`src/rtl/silife_loader_pkg.sv`:
```
// Shared types and constants for the silife grid loader.
//   loader_state_e      : frame-decoding FSM states
//   CMD_WRITE/CMD_READ  : value of the command bit that follows the start bit
//   ROW_ADDR_FRAME_BITS : row-address field length on the wire
package silife_loader_pkg;

  typedef enum logic [2:0] {
    ST_IDLE,
    ST_CONFIGURE,
    ST_CMD,
    ST_SEG_ADDR,
    ST_ROW_ADDR,
    ST_WRITE,
    ST_READ,
    ST_IGNORE
  } loader_state_e;

  localparam logic CMD_WRITE = 1'b0;
  localparam logic CMD_READ  = 1'b1;

  localparam int ROW_ADDR_FRAME_BITS = 16;

endpackage

```
`src/rtl/silife_sync_edge.sv`:
```
// Pin synchroniser with edge detection.
//   clk, reset : system clock, asynchronous active-high reset
//   i_pin      : asynchronous pin
//   o_sync     : pin after STAGES flops (reset value RESET_VAL)
//   o_rise     : one-clk strobe on a synchronised 0->1 transition
//   o_fall     : one-clk strobe on a synchronised 1->0 transition
module silife_sync_edge
  import silife_loader_pkg::*;
#(
  parameter int   STAGES    = 2,
  parameter logic RESET_VAL = 1'b0
) (
  input  logic clk,
  input  logic reset,
  input  logic i_pin,
  output logic o_sync,
  output logic o_rise,
  output logic o_fall
);

  logic [STAGES-1:0] sync_q, sync_d;
  logic              past_q, past_d;

  always_comb begin
    sync_d = {sync_q[STAGES-2:0], i_pin};
    past_d = sync_q[STAGES-1];
  end

  always_ff @(posedge clk or posedge reset) begin
    if (reset) begin
      sync_q <= {STAGES{RESET_VAL}};
      past_q <= RESET_VAL;
    end else begin
      sync_q <= sync_d;
      past_q <= past_d;
    end
  end

  assign o_sync = sync_q[STAGES-1];
  assign o_rise = o_sync & ~past_q;
  assign o_fall = ~o_sync & past_q;

endmodule

```
`src/rtl/silife_grid_loader_rw.sv`:
```
// Serial grid loader with segment addressing, row wrap and optional read-back.
//   clk, reset          : system clock, asynchronous active-high reset
//   i_load_cs/clk/data  : serial frame pins (cs active low), asynchronous
//   o_load_data         : registered serial out / daisy-chain pass-through
//   i_row_cells         : grid cell states of row o_row_select
//   o_selected          : this segment addressed and in Write/Read
//   o_row_select        : row being written or read
//   o_set_cells         : one-clk set pulses
//   o_clear_cells       : one-clk clear pulses
//   o_dbg_local_address : configured segment address
// Build option: define SILIFE_LOADER_READBACK_EN to include the Read state,
// shadow row and i_row_cells sampling; otherwise read commands are ignored.
module silife_grid_loader_rw
  import silife_loader_pkg::*;
#(
  parameter int WIDTH       = 32,
  parameter int HEIGHT      = 32,
  parameter int SEG_BITS    = 15,
  parameter int SYNC_STAGES = 2
) (
  input  logic                      clk,
  input  logic                      reset,
  input  logic                      i_load_cs,
  input  logic                      i_load_clk,
  input  logic                      i_load_data,
  output logic                      o_load_data,
  input  logic [WIDTH-1:0]          i_row_cells,
  output logic                      o_selected,
  output logic [$clog2(HEIGHT)-1:0] o_row_select,
  output logic [WIDTH-1:0]          o_set_cells,
  output logic [WIDTH-1:0]          o_clear_cells,
  output logic [SEG_BITS-1:0]       o_dbg_local_address
);

  localparam int ROW_W = $clog2(HEIGHT);
  localparam int IDX_W = $clog2(WIDTH);
  localparam int MAXF  = (SEG_BITS > ROW_ADDR_FRAME_BITS) ? SEG_BITS : ROW_ADDR_FRAME_BITS;
  localparam int CNT_W = $clog2(MAXF + 1);

  logic cs_s, clk_rise, clk_fall, data_s;
  logic [1:0] unused_cs_edges, unused_data_edges;
  logic       unused_clk_sync;

  silife_sync_edge #(.STAGES(SYNC_STAGES), .RESET_VAL(1'b1)) u_sync_cs (
    .clk(clk), .reset(reset), .i_pin(i_load_cs),
    .o_sync(cs_s), .o_rise(unused_cs_edges[0]), .o_fall(unused_cs_edges[1]));
  silife_sync_edge #(.STAGES(SYNC_STAGES), .RESET_VAL(1'b0)) u_sync_clk (
    .clk(clk), .reset(reset), .i_pin(i_load_clk),
    .o_sync(unused_clk_sync), .o_rise(clk_rise), .o_fall(clk_fall));
  silife_sync_edge #(.STAGES(SYNC_STAGES), .RESET_VAL(1'b0)) u_sync_data (
    .clk(clk), .reset(reset), .i_pin(i_load_data),
    .o_sync(data_s), .o_rise(unused_data_edges[0]), .o_fall(unused_data_edges[1]));

  loader_state_e       state_q, state_d;
  logic [SEG_BITS-1:0] local_q, local_d;
  logic [SEG_BITS-1:0] seg_q, seg_d;
  logic [CNT_W-1:0]    bit_cnt_q, bit_cnt_d;
  logic [ROW_W-1:0]    row_q, row_d, row_sel_q, row_sel_d;
  logic [IDX_W-1:0]    idx_q, idx_d;
  logic                cmd_q, cmd_d;
  logic                req_vld_q, req_vld_d, req_bit_q, req_bit_d;
  logic [IDX_W-1:0]    req_idx_q, req_idx_d;
  logic [ROW_W-1:0]    req_row_q, req_row_d;
  logic [WIDTH-1:0]    set_q, set_d, clr_q, clr_d, onehot;
  logic                out_q, out_d;
  logic                sel;
  logic                last_row_bit;

  assign sel          = (seg_q == local_q) || (&seg_q);
  assign last_row_bit = (bit_cnt_q == CNT_W'(ROW_ADDR_FRAME_BITS - 1));
  assign onehot       = {{(WIDTH-1){1'b0}}, 1'b1} << req_idx_q;

`ifdef SILIFE_LOADER_READBACK_EN
  logic [WIDTH-1:0] shadow_q;
  logic [1:0]       shd_cnt_q, shd_cnt_d;
  logic             shd_evt;

  // A new row becomes visible on o_row_select two clks after the event and
  // i_row_cells settles one clk after that, hence the 3-clk countdown.
  assign shd_evt = clk_rise && !cs_s &&
                   ((state_q == ST_ROW_ADDR && last_row_bit && cmd_q == CMD_READ) ||
                    (state_q == ST_READ && (&idx_q)));

  always_comb begin
    shd_cnt_d = shd_cnt_q;
    if (cs_s)                  shd_cnt_d = 2'd0;
    else if (shd_evt)          shd_cnt_d = 2'd3;
    else if (shd_cnt_q != 2'd0) shd_cnt_d = shd_cnt_q - 2'd1;
  end

  always_ff @(posedge clk or posedge reset) begin
    if (reset) shd_cnt_q <= 2'd0;
    else       shd_cnt_q <= shd_cnt_d;
  end

  always_ff @(posedge clk) begin
    if (shd_cnt_q == 2'd1) shadow_q <= i_row_cells;
  end
`else
  logic unused_row_cells, unused_clk_fall;
  assign unused_row_cells = ^i_row_cells;
  assign unused_clk_fall  = clk_fall;
`endif

  // Frame decoding: one serial bit per synchronised rise; cs high aborts.
  always_comb begin
    state_d   = state_q;
    local_d   = local_q;
    seg_d     = seg_q;
    bit_cnt_d = bit_cnt_q;
    row_d     = row_q;
    idx_d     = idx_q;
    cmd_d     = cmd_q;
    req_vld_d = 1'b0;
    req_bit_d = data_s;
    req_idx_d = idx_q;
    req_row_d = row_q;
    if (cs_s) begin
      state_d   = ST_IDLE;
      seg_d     = '0;
      bit_cnt_d = '0;
      row_d     = '0;
      idx_d     = '0;
      cmd_d     = CMD_WRITE;
    end else if (clk_rise) begin
      unique case (state_q)
        ST_IDLE:      state_d = data_s ? ST_CONFIGURE : ST_CMD;
        ST_CONFIGURE: if (data_s) local_d = local_q + SEG_BITS'(1);
        ST_CMD: begin
          cmd_d     = data_s;
          bit_cnt_d = '0;
`ifdef SILIFE_LOADER_READBACK_EN
          state_d   = ST_SEG_ADDR;
`else
          state_d   = (data_s == CMD_READ) ? ST_IGNORE : ST_SEG_ADDR;
`endif
        end
        ST_SEG_ADDR: begin
          seg_d = {data_s, seg_q[SEG_BITS-1:1]};
          if (bit_cnt_q == CNT_W'(SEG_BITS - 1)) begin
            bit_cnt_d = '0;
            state_d   = ST_ROW_ADDR;
          end else begin
            bit_cnt_d = bit_cnt_q + CNT_W'(1);
          end
        end
        ST_ROW_ADDR: begin
          // Address bits beyond the grid height are discarded.
          for (int i = 0; i < ROW_W; i++)
            if (bit_cnt_q == CNT_W'(i)) row_d[i] = data_s;
          if (last_row_bit) begin
            bit_cnt_d = '0;
            idx_d     = '0;
            state_d   = (cmd_q == CMD_READ) ? ST_READ : ST_WRITE;
          end else begin
            bit_cnt_d = bit_cnt_q + CNT_W'(1);
          end
        end
        ST_WRITE, ST_READ: begin
          req_vld_d = (state_q == ST_WRITE) && sel;
          idx_d     = idx_q + IDX_W'(1);
          if (&idx_q) row_d = row_q + ROW_W'(1);
        end
        default: ;
      endcase
    end
  end

  // Pulse stage and serial-out register.
  always_comb begin
    set_d     = '0;
    clr_d     = '0;
    if (req_vld_q && !cs_s) begin
      if (req_bit_q) set_d = onehot;
      else           clr_d = onehot;
    end
    // Hold the row of an in-flight pulse so it lines up with its row select.
    row_sel_d = req_vld_q ? req_row_q : row_q;
    out_d     = data_s;
    if (state_q == ST_CONFIGURE) out_d = 1'b1;
`ifdef SILIFE_LOADER_READBACK_EN
    else if (state_q == ST_READ && sel) out_d = clk_fall ? shadow_q[idx_q] : out_q;
`endif
  end

  always_ff @(posedge clk or posedge reset) begin
    if (reset) begin
      state_q   <= ST_IDLE;
      local_q   <= '0;
      seg_q     <= '0;
      bit_cnt_q <= '0;
      row_q     <= '0;
      idx_q     <= '0;
      cmd_q     <= CMD_WRITE;
      req_vld_q <= 1'b0;
      set_q     <= '0;
      clr_q     <= '0;
      row_sel_q <= '0;
      out_q     <= 1'b1;
    end else begin
      state_q   <= state_d;
      local_q   <= local_d;
      seg_q     <= seg_d;
      bit_cnt_q <= bit_cnt_d;
      row_q     <= row_d;
      idx_q     <= idx_d;
      cmd_q     <= cmd_d;
      req_vld_q <= req_vld_d;
      set_q     <= set_d;
      clr_q     <= clr_d;
      row_sel_q <= row_sel_d;
      out_q     <= out_d;
    end
  end

  always_ff @(posedge clk) begin
    req_bit_q <= req_bit_d;
    req_idx_q <= req_idx_d;
    req_row_q <= req_row_d;
  end

  assign o_set_cells         = cs_s ? '0 : set_q;
  assign o_clear_cells       = cs_s ? '0 : clr_q;
  assign o_row_select        = row_sel_q;
  assign o_load_data         = out_q;
  assign o_selected          = sel && (state_q == ST_WRITE || state_q == ST_READ);
  assign o_dbg_local_address = local_q;

endmodule

```
`config.mk`:
```
export PLATFORM = sky130hd
export DESIGN_NAME = silife_grid_loader_rw
export DESIGN_NICKNAME = d
export VERILOG_FILES = /design/src/rtl/silife_loader_pkg.sv /design/src/rtl/silife_sync_edge.sv /design/src/rtl/silife_grid_loader_rw.sv
export SDC_FILE = /design/constraint.sdc
export NUM_CORES = 1
export LEC_CHECK = 0
export CAP_MARGIN = 20
export CORE_ASPECT_RATIO = 1.25
export CORE_MARGIN = 2
export CORE_UTILIZATION = 55
export DETAILED_ROUTE_END_ITERATION = 12
export GPL_ROUTABILITY_DRIVEN = 0
export GPL_TIMING_DRIVEN = 0
export PLACE_DENSITY = 0.82
export SYNTH_ARGS = -nofsm -noshare
export SYNTH_HDL_FRONTEND = slang
export SYNTH_SLANG_ARGS = --single-unit
```
`constraint.sdc`:
```
create_clock -name clk -period 7.5 [get_ports clk]
set_clock_uncertainty 0.1 [all_clocks]
set_input_delay 1.5 -clock clk [delete_from_list [all_inputs] [get_ports clk]]
set_output_delay 1.5 -clock clk [all_outputs]
set_load 0.03 [all_outputs]
```
After elaboration in Yosys (flattened, before gate mapping)
Index checks and enable logic that the tools add are counted.

operators by class
  shift-type cells = 1
  $mul = 0
  add/sub/neg operators = 4
  reductions and logical operators = 28
  magnitude comparators = 0
  div/mod/pow operators = 0
  bitwise logic cells = 3
  equality and inequality tests = 21
  muxes and demuxes = 43

operator list
  cell                                                   number
  two-way mux 32 bit                                     6
  two-way mux 5 bit                                      11
  two-way mux 15 bit                                     3
  << shifter 1 x 5 -> 32 bit, first input constant       1
  AND reduction 4 bit                                    7
  inequality test 3 x 2 -> 1 bit, second input constant  8
  case mux 5 bit (2 select lines)                        2
  adder 15 x 1 -> 15 bit, second input constant          1
  adder 5 x 1 -> 5 bit, second input constant            3
  equality test 15 bit                                   1
  two-way mux 3 bit                                      5
  case mux 5 bit (3 select lines)                        1
  AND reduction 15 bit                                   1
  two-way mux 1 bit                                      12
  case mux 3 bit (4 select lines)                        1
  equality test 5 x 2 -> 1 bit, second input constant    2
  equality test 5 x 4 -> 1 bit, second input constant    2
  equality test 3 bit, second input constant             3
  equality test 3 x 2 -> 1 bit, second input constant    2
  AND reduction 2 bit                                    3
  nonzero test 2 bit                                     3
  equality test 5 x 1 -> 1 bit, second input constant    1
  equality test 5 x 3 -> 1 bit, second input constant    1
  zero test 5 bit                                        1
  14 further kinds                                       19

word-level totals
  memories kept = 0
  memory bits (read-only) = 0
  bits in writable memories = 0
  output and inout bits = 86
  register bits after elaboration = 138
  word-level logic and storage cells = 123
  bits in latches = 0
  input bits = 37

Longest topological paths before layout
Gate-level depths: netlist (run 1).

  depth after elaboration = 6
  gate-level depth with buffers = 9
  depth with buffers taken out = 9

By module
A second synthesis (run 1) with hierarchy kept.

second synthesis, totals
  cell total of the unflattened synthesis = 597
  area total of the unflattened synthesis = 6,132.1 um2

modules (own cells, without submodules)
  module                              seq. area each (um2)  cells each  area an instance (um2)  instances
  silife_grid_loader_rw               3,224.3               579         5,846.9                 1
  silife_sync_edge at u_sync_clk ...  75.1                  6           93.8                    2
  silife_sync_edge at u_sync_cs       78.8                  6           97.6                    1

Least setup slack after synthesis (run 1)
Ideal clock, no wire load.

  kind = reg-to-output
  start = register u_sync_cs.sync_q[1]
  end = output o_clear_cells[0]
  cell stages (with the launch flop) = 6
  arrival time = 1.642 ns
  slack = 4.258 ns
  data required time = 5.900 ns
  buffers on the path = 4
  path through = dfstp_2 -> buf_6 -> clkbuf_1 -> clkbuf_1 -> clkbuf_1 -> nor2b_1

between the ends
  word-level cells in the longest chain between the ends = 1

RTL lines
  what                    line                          text
  from (decl)             silife_sync_edge.sv:21        logic [STAGES-1:0] sync_q, sync_d;
  from (signal assigned)  silife_sync_edge.sv:31        sync_q <= {STAGES{RESET_VAL}};
  from (signal assigned)  silife_sync_edge.sv:34        sync_q <= sync_d;
  two-way mux 32 bit      silife_grid_loader_rw.sv:223  assign o_clear_cells = cs_s ? '0 : clr_q;
  to (decl)               silife_grid_loader_rw.sv:31   output logic [WIDTH-1:0] o_clear_cells,

No other way between the ends.

Worst setup path in the final report (run 1)
  start = register u_sync_cs.sync_q[1]
  end = output o_set_cells[25]

between the ends
  word-level cells in the longest chain between the ends = 1

RTL lines
  what                line                          text
  two-way mux 32 bit  silife_grid_loader_rw.sv:222  assign o_set_cells = cs_s ? '0 : set_q;
  to (decl)           silife_grid_loader_rw.sv:30   output logic [WIDTH-1:0] o_set_cells,

No other way between the ends.

==> results of run 1 <==
-- report_power, final --
part | switching [W] | leakage [nW] | internal (W)
clock network | 0.000319 | 0.278 | 0.000477
logic | 0.0000987 | 1.25 | 0.0000605
registers | 0.0000232 | 1.83 | 0.000770
total | 0.000441 | 3.35 | 0.00131
-- cells in the mapped netlist, types with 2 or more instances --
| library cell | n |
|---|---|
| nor4_1 | 4 |
| nand3_1 | 18 |
| mux2i_1 | 3 |
| inv_1 | 8 |
| o41ai_1 | 4 |
| a31oi_1 | 3 |
| a21oi_1 | 12 |
| buf_6 | 3 |
| xor2_1 | 16 |
| nor2_1 | 84 |
| a32o_1 | 2 |
| nand4b_1 | 3 |
| mux2_2 | 7 |
| nand2b_1 | 6 |
| o21ai_0 | 18 |
| nand4_1 | 11 |
| o21bai_1 | 2 |
| or2_2 | 2 |
| or3b_1 | 2 |
| nor3b_1 | 2 |
| a22o_1 | 15 |
| buf_2 | 6 |
| xnor2_1 | 14 |
| and3_1 | 2 |
| or3_1 | 2 |
| nor3_1 | 6 |
| o31ai_1 | 3 |
| nor2_2 | 2 |
| nor3b_4 | 2 |
| clkbuf_1 | 21 |
| nor2b_1 | 72 |
| o22ai_1 | 2 |
| dfxtp_1 | 11 |
| dfrtp_1 | 124 |
| ha_1 | 10 |
| dfstp_2 | 3 |
| nor4b_1 | 2 |
| nand2_1 | 34 |
-- per-layer routing --
layer	wire length (um)	vias to the layer above	track usage [%]
met1	4990	2119	26.10
li1	-	2093	-
met2	6873	168	41.23
met5	0	-	0
met3	660	30	6.185
met4	318	0	10.12
-- area by class of cell --
cell class | count | area [um^2]
inverter | 8 | 35.03
fill | 731 | 2950
buffer | 30 | 142.6
multi-input combinational | 381 | 2370
sequential | 138 | 3402
clock buffer | 20 | 456.7
timing repair buffer | 91 | 928.4
clock inverter | 12 | 112.6
tap | 132 | 165.2
-- cell families after synthesis --
kind of cell	Yosys count	synth area share [%]
XOR/XNOR	31	4.694
buffers and inverters	38	2.905
flip-flops	138	57.23
AO/OA/AOI/OAI	68	7.809
adder cells (fa/ha/maj)	10	2.105
multiplexers	10	1.831
AND/OR/NAND/NOR	262	23.43
-- final timing paths --
| path | end | slack, ps | cells past startpoint |
|---|---|---|---|
| max in group asynchronous | set_q[27] | 5190 | 3 |
| worst min-delay path | u_sync_data.sync_q[1] | 250 | 0 |
| worst max register to register | idx_q[3] | 5130 | 9 |
| min in group asynchronous | o_row_select[2] | 1430 | 2 |
| worst min register to register | u_sync_data.sync_q[1] | 250 | 0 |
| worst max-delay path | o_set_cells[25] | 2810 | 6 |
-- through the flow --
step	total power [W]	instances	util [%]	cell area, um^2
5_1_grt	0.001808	812	72.07	7612
6_report	0.001748	812	72.07	7612
2_1_floorplan	0.0009095	557	-	5944
3_5_place_dp	0.0009632	780	66.68	7043
3_3_place_gp	0.0009545	779	66.37	7010
4_1_cts	0.001756	812	72.07	7612
-- sequential cells by signal, summed over array words and instances (netlist names) --
| name | count |
|---|---|
| req_row_d | 5 |
| seg_q | 15 |
| req_idx_q | 5 |
| req_row_q | 5 |
| set_q | 32 |
| state_q | 3 |
| o_row_select | 5 |
| o_load_data | 1 |
| u_sync_cs.sync_q | 2 |
| bit_cnt_q | 5 |
| req_vld_q | 1 |
| req_bit_q | 1 |
| u_sync_data.sync_q | 2 |
| cmd_q | 1 |
| u_sync_clk.past_q | 1 |
| o_dbg_local_address | 15 |
| idx_q | 5 |
| u_sync_clk.sync_q | 2 |
| clr_q | 32 |
-- critical path, stage by stage, from the launching register on --
cell and delay [ps]:
dfstp_2 520, buf_6 140, clkbuf_1 380, clkbuf_1 470
clkbuf_1 420, nor2b_1 130, clkdlybuf4s50_1 620
==> insert_results.sql, run 1 <==
INSERT INTO impl_metrics (metric_group, metric, value, unit) VALUES
('run_status', 'status', 'finished clean', ''),
('timing', 'fin_setup_tns', '0', 'ps'),
('clock_network', 'cts_max_level', '4', ''),
('grt', 'grt_pass1_vias', '4400', ''),
('synth', 'synth_largest_area_cell', 'dfrtp_1', ''),
('routing', 'detail_route.vias_per_cell', '5.431', ''),
('synth', 'synth-seq-area-share', '57.23', '%'),
('routing', 'route.final.wire_length', '12.84', 'mm'),
('min_path', 'worst_hold_path_type', 'register to register', ''),
('setup_path', 'required', '5900', 'ps'),
('timing', 'finalMaxSlewViolations', '0', ''),
('setup_path', 'critPathLaunchType', 'register', ''),
('grt', 'antenna_violations_before_repair', '0', ''),
('synth', 'number_of_nets_in_the_synthesized_netlist', '604', ''),
('synth', 'ys.warnings.count', '0', ''),
('timing', 'final_period_minus_worst_setup_slack', '4690', 'ps'),
('synth', 'netlist-cell-type-count', '54', ''),
('clock_network', 'numCtsBuffers', '17', ''),
('timing', 'setup_viol', '0', ''),
('min_path', 'timing.hold.worst.start', 'u_sync_data.sync_q[0]', ''),
('layout', 'final_layout_size_suffix_gt1_share', '9.265', '%'),
('timing', 'grt_setup_unrepaired', 'false', ''),
('routing', 'ant_nets', '0', ''),
('routing', 'via_count', '4410', ''),
('timing', 'report.final.hold_viol_count', '0', ''),
('synth', 'number_of_synthesized_flops_with_an_enable_pin', '0', ''),
('routing', 'route.detailed.drc', '0', ''),
('synth', 'average_size_of_a_mapped_cell', '10.67', 'um^2'),
('grt', 'gr-usage-all-layers', '23.13', '%'),
('place', 'dpl.hpwl', '8.805', 'mm'),
('synth', 'postSynthRegisterBits', '138', ''),
('timing', 'final.hold.worst_slack', '245.7', 'ps'),
('clock_network', 'clock_latency', '420', 'ps'),
('grt', 'globalRouteOverflowTotal', '0', ''),
('layout', 'antennaDiodeCount', '0', ''),
('clock_network', 'clock_tree_from_tritoncts', 'done', ''),
('setup_path', 'setup.worst_path.end_class', 'primary output', ''),
('routing', 'number_of_detailed_route_iterations_in_the_first_pass', '4', ''),
('timing', 'maxSlewHeadroom', '60.35', '%'),
('layout', 'syn2layout_area_growth', '28.06', '%'),
('layout', 'mostFrequentLayoutCells', '124 x dfrtp_1, 90 x clkdlybuf4s50_1, 84 x nor2_1', ''),
('place', 'place.port_buffers', '90', ''),
('floorplanning', 'floorplan.die.width', '96.99', 'um'),
('synth', 'async_reset_ff_share', '92.03', '%'),
('power', 'powerDensity', '229.6', 'nW/um^2'),
('timing', 'postLayoutSetupSlackWorst', '2810', 'ps'),
('layout', 'finalNetCount', '714', ''),
('floorplanning', 'io-pin-count', '123', ''),
('flow_run', 'max_cap_viol_count', '0', ''),
('routing', 'routed_wire_length_per_instance', '15.82', 'um'),
('power', 'total_leakage_power', '3.354', 'nW'),
('synth', 'post_synth_instance_area', '5944', 'um^2'),
('floorplanning', 'starting_utilization_of_the_core_area', '56.28', '%'),
('routing', 'initialDrtViolationCount', '289', ''),
('clock_network', 'cts_post_setup_buffers_inserted', '0', ''),
('floorplanning', 'design.die.area', '11660', 'um^2'),
('clock_network', 'cts_hold_repair_buffers', '0', ''),
('setup_path', 'arrival', '3090', 'ps'),
('timing', 'final_min_period_over_clock_period', '62.54', '%'),
('grt', 'grt_first_pass_wirelength', '21.36', 'mm'),
('clock_network', 'cts-root-buf', 'clkbuf_16', ''),
('setup_path', 'r2r_start', 'bit_cnt_q[0]', ''),
('synth', 'syn_inst_count', '557', ''),
('power', 'peak_ir_drop_on_the_vdd_network', '0.0001616', 'V'),
('layout', 'commonest_non_fill_non_tap_cell_in_the_layout', 'dfrtp_1', ''),
('setup_path', 'worst_setup_path_start', 'u_sync_cs.sync_q[1]', ''),
('setup_path', 'critical_path.max_fanout', '10', ''),
('floorplanning', 'floorplan.core_area', '10560', 'um^2'),
('floorplanning', 'floorplan.rows', '42', ''),
('grt', 'maximum_number_of_pins_on_one_net_before_global_route_repair', '69', ''),
('place', 'dp_slack', '3300', 'ps'),
('synth', 'synth_top_cells_by_area', 'dfrtp_1 52%, nor2b_1 7.6%, nor2_1 5.3%', ''),
('synth', 'synth_ff_type', 'dfrtp_1', ''),
('timing', 'timing_worst_slew_pin_value', '593.6', 'ps'),
('clock_network', 'clock_path_buffers', '2', ''),
('clock_network', 'numClockSinks', '138', ''),
('synth', 'post-synth-top-area-fraction', '52.20', '%'),
('clock_network', 'clk_pin_slew', '60', 'ps'),
('floorplanning', 'floorplan.die.height', '120.2', 'um'),
('setup_path', 'crit_path_kind', 'register to primary output', ''),
('timing', 'maxClockFrequency', '213.2', 'MHz'),
('clock_network', 'post_cts_resized', '0', '');
Power figures use the tool's default switching activity.
==> inputs of run 2 (changes only) <==
- CORE_UTILIZATION: 55 -> 51
- PLACE_DENSITY: 0.82 -> 0.77
- clock period: 7.5 -> 4.4 ns (I/O delays scaled with it)
==> insert_results.sql, run 2 (same netlist as run 1, synthesis figures left out) <==
INSERT INTO impl_metrics (metric_group, metric, value, unit) VALUES
('timing', 'final_period_minus_worst_setup_slack', '4035', 'ps'),
('floorplanning', 'floorplan.die.width', '100.6', 'um'),
('setup_path', 'required', '3420', 'ps'),
('routing', 'route.detailed.drc', '0', ''),
('routing', 'ant_nets', '0', ''),
('setup_path', 'arrival', '3060', 'ps'),
('clock_network', 'cts-root-buf', 'clkbuf_16', ''),
('layout', 'mostFrequentLayoutCells', '124 x dfrtp_1, 90 x clkdlybuf4s50_1, 84 x nor2_1', ''),
('power', 'power.total', '0.003132', 'W'),
('grt', 'globalRouteOverflowTotal', '0', ''),
('power', 'p_sw_share', '23.13', '%'),
('setup_path', 'setup.worst_path.end_class', 'primary output', ''),
('timing', 'report.final.hold_viol_count', '0', ''),
('power', 'part_of_the_power_in_registers', '43.3', '%'),
('power', 'powerDensity', '407.5', 'nW/um^2'),
('clock_network', 'clock_latency', '410', 'ps'),
('timing', 'timing_worst_slew_pin_value', '560.0', 'ps'),
('power', 'combinationalPowerShare', '8.6', '%'),
('power', 'total_leakage_power', '3.386', 'nW'),
('grt', 'grt_first_pass_wirelength', '21.05', 'mm'),
('routing', 'detail_route.vias_per_cell', '5.390', ''),
('clock_network', 'post_cts_resized', '0', ''),
('layout', 'final_layout_size_suffix_gt1_share', '9.131', '%'),
('clock_network', 'clock_path_buffers', '2', ''),
('routing', 'routed_wire_length_per_instance', '15.58', 'um'),
('min_path', 'worst_hold_path_type', 'register to register', ''),
('floorplanning', 'floorplan.core_area', '11510', 'um^2'),
('timing', 'final_min_period_over_clock_period', '91.71', '%'),
('timing', 'maxSlewHeadroom', '62.59', '%'),
('grt', 'antenna_violations_before_repair', '0', ''),
('clock_network', 'clock_tree_from_tritoncts', 'done', ''),
('timing', 'maxClockFrequency', '247.8', 'MHz'),
('floorplanning', 'io-pin-count', '123', ''),
('layout', 'antennaDiodeCount', '0', ''),
('floorplanning', 'starting_utilization_of_the_core_area', '51.66', '%'),
('clock_network', 'cts_hold_repair_buffers', '0', ''),
('clock_network', 'numCtsBuffers', '17', ''),
('layout', 'finalNetCount', '714', ''),
('routing', 'via_count', '4404', ''),
('power', 'peak_ir_drop_on_the_vdd_network', '0.0003166', 'V'),
('layout', 'commonest_non_fill_non_tap_cell_in_the_layout', 'dfrtp_1', ''),
('clock_network', 'cts_max_level', '4', ''),
('place', 'dpl.hpwl', '8.773', 'mm'),
('floorplanning', 'floorplan.die.height', '124.7', 'um'),
('timing', 'finalMaxSlewViolations', '0', ''),
('grt', 'gr-usage-all-layers', '21.37', '%'),
('layout', 'syn2layout_area_growth', '29.28', '%'),
('grt', 'maximum_number_of_pins_on_one_net_before_global_route_repair', '97', ''),
('power', 'power.clock.fraction', '48.2', '%'),
('layout', 'top_regs', 'clr_q: 32 flops, set_q: 32 flops', ''),
('timing', 'grt_setup_unrepaired', 'false', ''),
('routing', 'route.final.wire_length', '12.73', 'mm'),
('timing', 'setup_viol', '0', ''),
('layout', 'layout.filler_cells', '846', ''),
('run_status', 'status', 'finished clean', ''),
('clock_network', 'cts_post_setup_buffers_inserted', '0', ''),
('layout', 'postLayoutCoreUtil', '66.79', '%'),
('routing', 'initialDrtViolationCount', '264', ''),
('power', 'power_report.internal_total', '0.002407', 'W'),
('flow_run', 'max_cap_viol_count', '0', ''),
('routing', 'number_of_detailed_route_iterations_in_the_first_pass', '5', ''),
('setup_path', 'crit_path_kind', 'register to primary output', ''),
('setup_path', 'critical_path.max_fanout', '10', ''),
('grt', 'grt_pass1_vias', '4348', ''),
('floorplanning', 'floorplan.rows', '44', ''),
('setup_path', 'critPathLaunchType', 'register', ''),
('clock_network', 'numClockSinks', '138', ''),
('floorplanning', 'design.die.area', '12540', 'um^2'),
('place', 'place.port_buffers', '90', ''),
('clock_network', 'clk_pin_slew', '60', 'ps'),
('power', 'switching_power', '0.0007244', 'W');
==> run 2: cell count changes in the layout (fill, tap and decap cells not counted) <==
cell | before | now
clkinv_2 | 3 | 2
inv_6 | 5 | 2
bufinv_16 | 1 | 4
clkinvlp_4 | 2 | 1
clkbuf_8 | 2 | 3
==> run 2: cell type report <==
type	count	area (um^2)	area share (%)
buffer	30	142.6	1.856
clock buffer	21	470.5	6.122
clock inverter	10	163.9	2.133
inverter	8	35.03	0.4559
multi-input combinational	381	2370	30.84
sequential	138	3402	44.27
tap	138	172.7	2.247
timing repair buffer	91	928.4	12.08
==> run 2: critical path, stage by stage, from the launching register on <==
cell             delay, ps
dfstp_2                530
buf_6                  140
clkbuf_1               350
clkbuf_1               470
clkbuf_1               410
nor2b_1                130
clkdlybuf4s50_1        610
==> run 2: worst paths after layout <==
check | to | slack, ps | startpoint | cells past startpoint
max reg2reg | idx_q[3] | 2040 | bit_cnt_q[0] | 9
max | o_clear_cells[6] | 360 | u_sync_cs.sync_q[1] | 6
min reg2reg | u_sync_clk.sync_q[1] | 250 | u_sync_clk.sync_q[0] | 0
min | u_sync_clk.sync_q[1] | 250 | u_sync_clk.sync_q[0] | 0
max in group asynchronous | o_load_data | 2710 | reset | 3
min in group asynchronous | set_q[8] | 720 | reset | 2
==> run 2: power by group through the flow <==
stage / Combinational, W / Sequential [W] / Clock, W
6_report: 0.000269 / 0.00135 / 0.00151
5_1_grt: 0.000292 / 0.00136 / 0.00159
4_1_cts: 0.000271 / 0.00135 / 0.00152
3_5_place_dp: 0.000268 / 0.00138 / 0
3_3_place_gp: 0.000257 / 0.00137 / 0
2_1_floorplan: 0.000150 / 0.00140 / 0
==> run 2: metal layers <==
layer	vias to the layer above	track usage, %	part of all wire (%)
met2	147	36.87	53
met3	16	5.219	5.6
met1	2152	26.14	40
met4	0	6.769	1.3
li1	2089	-	-
met5	-	0	0
==> run 2: per-stage QoR <==
| stage | std cells | worst slack (ps) | TNS (ps) | hold WS, ps | cell area, um^2 |
|---|---|---|---|---|---|
| 3_5_place_dp | 786 | 823.8 | 0 | 237.9 | 7051 |
| 5_1_grt | 817 | 216.5 | 0 | 257.5 | 7685 |
| 3_3_place_gp | 785 | -1404 | -173470 | 231.5 | 7018 |
| 6_report | 817 | 364.6 | 0 | 247.6 | 7685 |
| 4_1_cts | 817 | 336.7 | 0 | 250.6 | 7685 |
| 2_1_floorplan | 557 | 40.68 | 0 | 231.2 | 5944 |
==> inputs of run 3 (changes only) <==
- CORE_MARGIN: 2 -> 3
- CORE_UTILIZATION: 51 -> 25
- PLACE_DENSITY: 0.77 -> 0.42
==> insert_results.sql, run 3 (same netlist as run 1, synthesis figures left out) <==
INSERT INTO impl_metrics (metric_group, metric, value, unit) VALUES
('run_status', 'status', 'finished clean', ''),
('routing', 'ant_nets', '0', ''),
('place', 'place.port_buffers', '90', ''),
('timing', 'grt_setup_unrepaired', 'false', ''),
('timing', 'finalMaxSlewViolations', '0', ''),
('place', 'dpl.hpwl', '10.69', 'mm'),
('timing', 'setup_viol', '0', ''),
('timing', 'final_period_minus_worst_setup_slack', '4096', 'ps'),
('routing', 'number_of_detailed_route_iterations_in_the_first_pass', '4', ''),
('min_path', 'timing.hold.worst.start', 'u_sync_data.sync_q[0]', ''),
('grt', 'gr-usage-all-layers', '11.70', '%'),
('clock_network', 'cts_post_setup_buffers_inserted', '0', ''),
('routing', 'detail_route.vias_per_cell', '4.449', ''),
('clock_network', 'cts_max_level', '4', ''),
('grt', 'globalRouteOverflowTotal', '0', ''),
('routing', 'routed_wire_length_per_instance', '15.05', 'um'),
('layout', 'commonest_non_fill_non_tap_cell_in_the_layout', 'dfrtp_1', ''),
('floorplanning', 'floorplan.die.height', '178.4', 'um'),
('place', 'detailed_place.area', '7238', 'um^2'),
('layout', 'finalNetCount', '714', ''),
('timing', 'final_min_period_over_clock_period', '93.10', '%'),
('floorplanning', 'io-pin-count', '123', ''),
('routing', 'initialDrtViolationCount', '181', ''),
('clock_network', 'clock_latency', '420', 'ps'),
('setup_path', 'worst-path-stages', '6', ''),
('grt', 'maximum_number_of_pins_on_one_net_before_global_route_repair', '68', ''),
('setup_path', 'r2r_slack', '2090', 'ps'),
('layout', 'top_regs', 'clr_q: 32 flops, set_q: 32 flops', ''),
('setup_path', 'critical_path.max_fanout', '10', ''),
('setup_path', 'worst_setup_path_start', 'u_sync_cs.sync_q[1]', ''),
('power', 'peak_ir_drop_on_the_vdd_network', '0.0002636', 'V'),
('setup_path', 'worstReg2RegEnd', 'idx_q[3]', ''),
('clock_network', 'clock_tree_from_tritoncts', 'done', ''),
('min_path', 'worst_hold_path_type', 'register to register', ''),
('layout', 'layout.filler_cells', '2310', ''),
('floorplanning', 'design.die.area', '25680', 'um^2'),
('power', 'power.total', '0.003059', 'W'),
('floorplanning', 'floorplan.rows', '62', ''),
('power', 'total_leakage_power', '3.364', 'nW'),
('min_path', 'holdPathEnd', 'u_sync_data.sync_q[1]', ''),
('power', 'powerDensity', '390.5', 'nW/um^2'),
('setup_path', 'critical-path-max-stage-delay', '610', 'ps'),
('clock_network', 'clk_pin_slew', '60', 'ps'),
('layout', 'syn2layout_area_growth', '31.76', '%'),
('clock_network', 'cts-root-buf', 'clkbuf_16', ''),
('flow_run', 'max_cap_viol_count', '0', ''),
('routing', 'route.detailed.drc', '0', ''),
('timing', 'fin_setup_tns', '0', 'ps'),
('setup_path', 'path_common_cell', 'clkbuf_1', ''),
('setup_path', 'r2r_start', 'bit_cnt_q[0]', ''),
('floorplanning', 'floorplan.core_area', '23190', 'um^2'),
('floorplanning', 'starting_utilization_of_the_core_area', '25.63', '%'),
('setup_path', 'critPathBufInv', '5', ''),
('layout', 'mostFrequentLayoutCells', '124 x dfrtp_1, 90 x clkdlybuf4s50_1, 84 x nor2_1', ''),
('setup_path', 'setup.worst_path.end_class', 'primary output', ''),
('setup_path', 'required', '3420', 'ps'),
('timing', 'report.final.hold_viol_count', '0', ''),
('grt', 'grt_first_pass_wirelength', '23.36', 'mm'),
('clock_network', 'post_cts_resized', '0', ''),
('setup_path', 'crit_path_kind', 'register to primary output', ''),
('routing', 'via_count', '4307', ''),
('place', 'dp_slack', '679.4', 'ps'),
('setup_path', 'arrival', '3120', 'ps'),
('clock_network', 'numClockSinks', '138', ''),
('setup_path', 'critPathLaunchType', 'register', ''),
('timing', 'final.hold.worst_slack', '255.0', 'ps'),
('routing', 'route.final.wire_length', '14.57', 'mm'),
('timing', 'maxSlewHeadroom', '58.33', '%'),
('clock_network', 'numCtsBuffers', '17', ''),
('floorplanning', 'floorplan.die.width', '143.9', 'um'),
('grt', 'grt_pass1_vias', '4399', ''),
('timing', 'timing_worst_slew_pin_value', '625.0', 'ps'),
('timing', 'maxClockFrequency', '244.1', 'MHz'),
('layout', 'antennaDiodeCount', '0', ''),
('layout', 'final_layout_size_suffix_gt1_share', '9.265', '%'),
('setup_path', 'cp_cell_sequence', 'buf_6 > clkbuf_1 > clkbuf_1 > clkbuf_1 > nor2b_1 > clkdlybuf4s50_1', ''),
('clock_network', 'clock_path_buffers', '2', ''),
('setup_path', 'timing.reg2reg.worst_path_depth', '9', ''),
('timing', 'postLayoutSetupSlackWorst', '303.8', 'ps'),
('setup_path', 'worst_path_max_delay_cell', 'clkdlybuf4s50_1', ''),
('grt', 'antenna_violations_before_repair', '0', ''),
('min_path', 'min_delay_path_depth', '0', ''),
('setup_path', 'critPathTopFamily', 'buffers and inverters', ''),
('clock_network', 'cts_hold_repair_buffers', '0', ''),
('layout', 'postLayoutCellArea', '7833', 'um^2');
-- run 3: changes by cell type in the layout (fill, tap and decap cells not counted), sizes merged --
cell | previous run | this run
clkbuf | 42 | 41
inv | 9 | 12
clkinvlp | 1 | 2
bufinv | 4 | 2
-- run 3: how the worst max path moves through the flow --
stage,end,slack (ps)
global placement,clr_q[23],-1740
finish,o_clear_cells[2],300
detailed placement,o_clear_cells[2],680
CTS,o_clear_cells[2],220
floorplan,bit_cnt_q[0],40
global route,o_set_cells[8],40
-- run 3: layout make-up --
type | instances | area (um^2) | share of cell area [%]
buffer | 30 | 142.6 | 1.821
clock buffer | 20 | 456.7 | 5.831
clock inverter | 12 | 137.6 | 1.757
inverter | 8 | 35.03 | 0.4473
multi-input combinational | 381 | 2370 | 30.26
sequential | 138 | 3402 | 43.43
tap | 288 | 360.3 | 4.601
timing repair buffer | 91 | 928.4 | 11.85
-- run 3: worst reg2reg max path, stage by stage, from the launching register on --
cell and delay (ps):
dfrtp_1 430, ha_1 270, nand3_1 130, inv_1 50
ha_1 210, or3_1 320, a31oi_2 390, nor3_1 90
a21oi_1 110, o21ai_0 80
-- run 3: per-stage QoR --
step                      utilization [%]  std cells
after global placement              31.07        935
after global routing                33.77        968
final                               33.77        968
after detailed placement            31.21        936
after floorplan                         -        557
after CTS                           33.77        968
-- run 3: layer usage --
metal	vias to the layer above	wire length, um	track usage [%]
met2	109	7367	20.44
met5	-	0	0
met3	22	614	2.816
li1	2089	-	-
met1	2087	6265	13.76
met4	0	323	4.553
-- run 3: power by group --
part           total, W  leakage (nW)  internal (W)  switching [W]
logic          0.000271          1.25      0.000103       0.000168
clock network   0.00143         0.288      0.000872       0.000562
registers       0.00135          1.83       0.00131      0.0000416
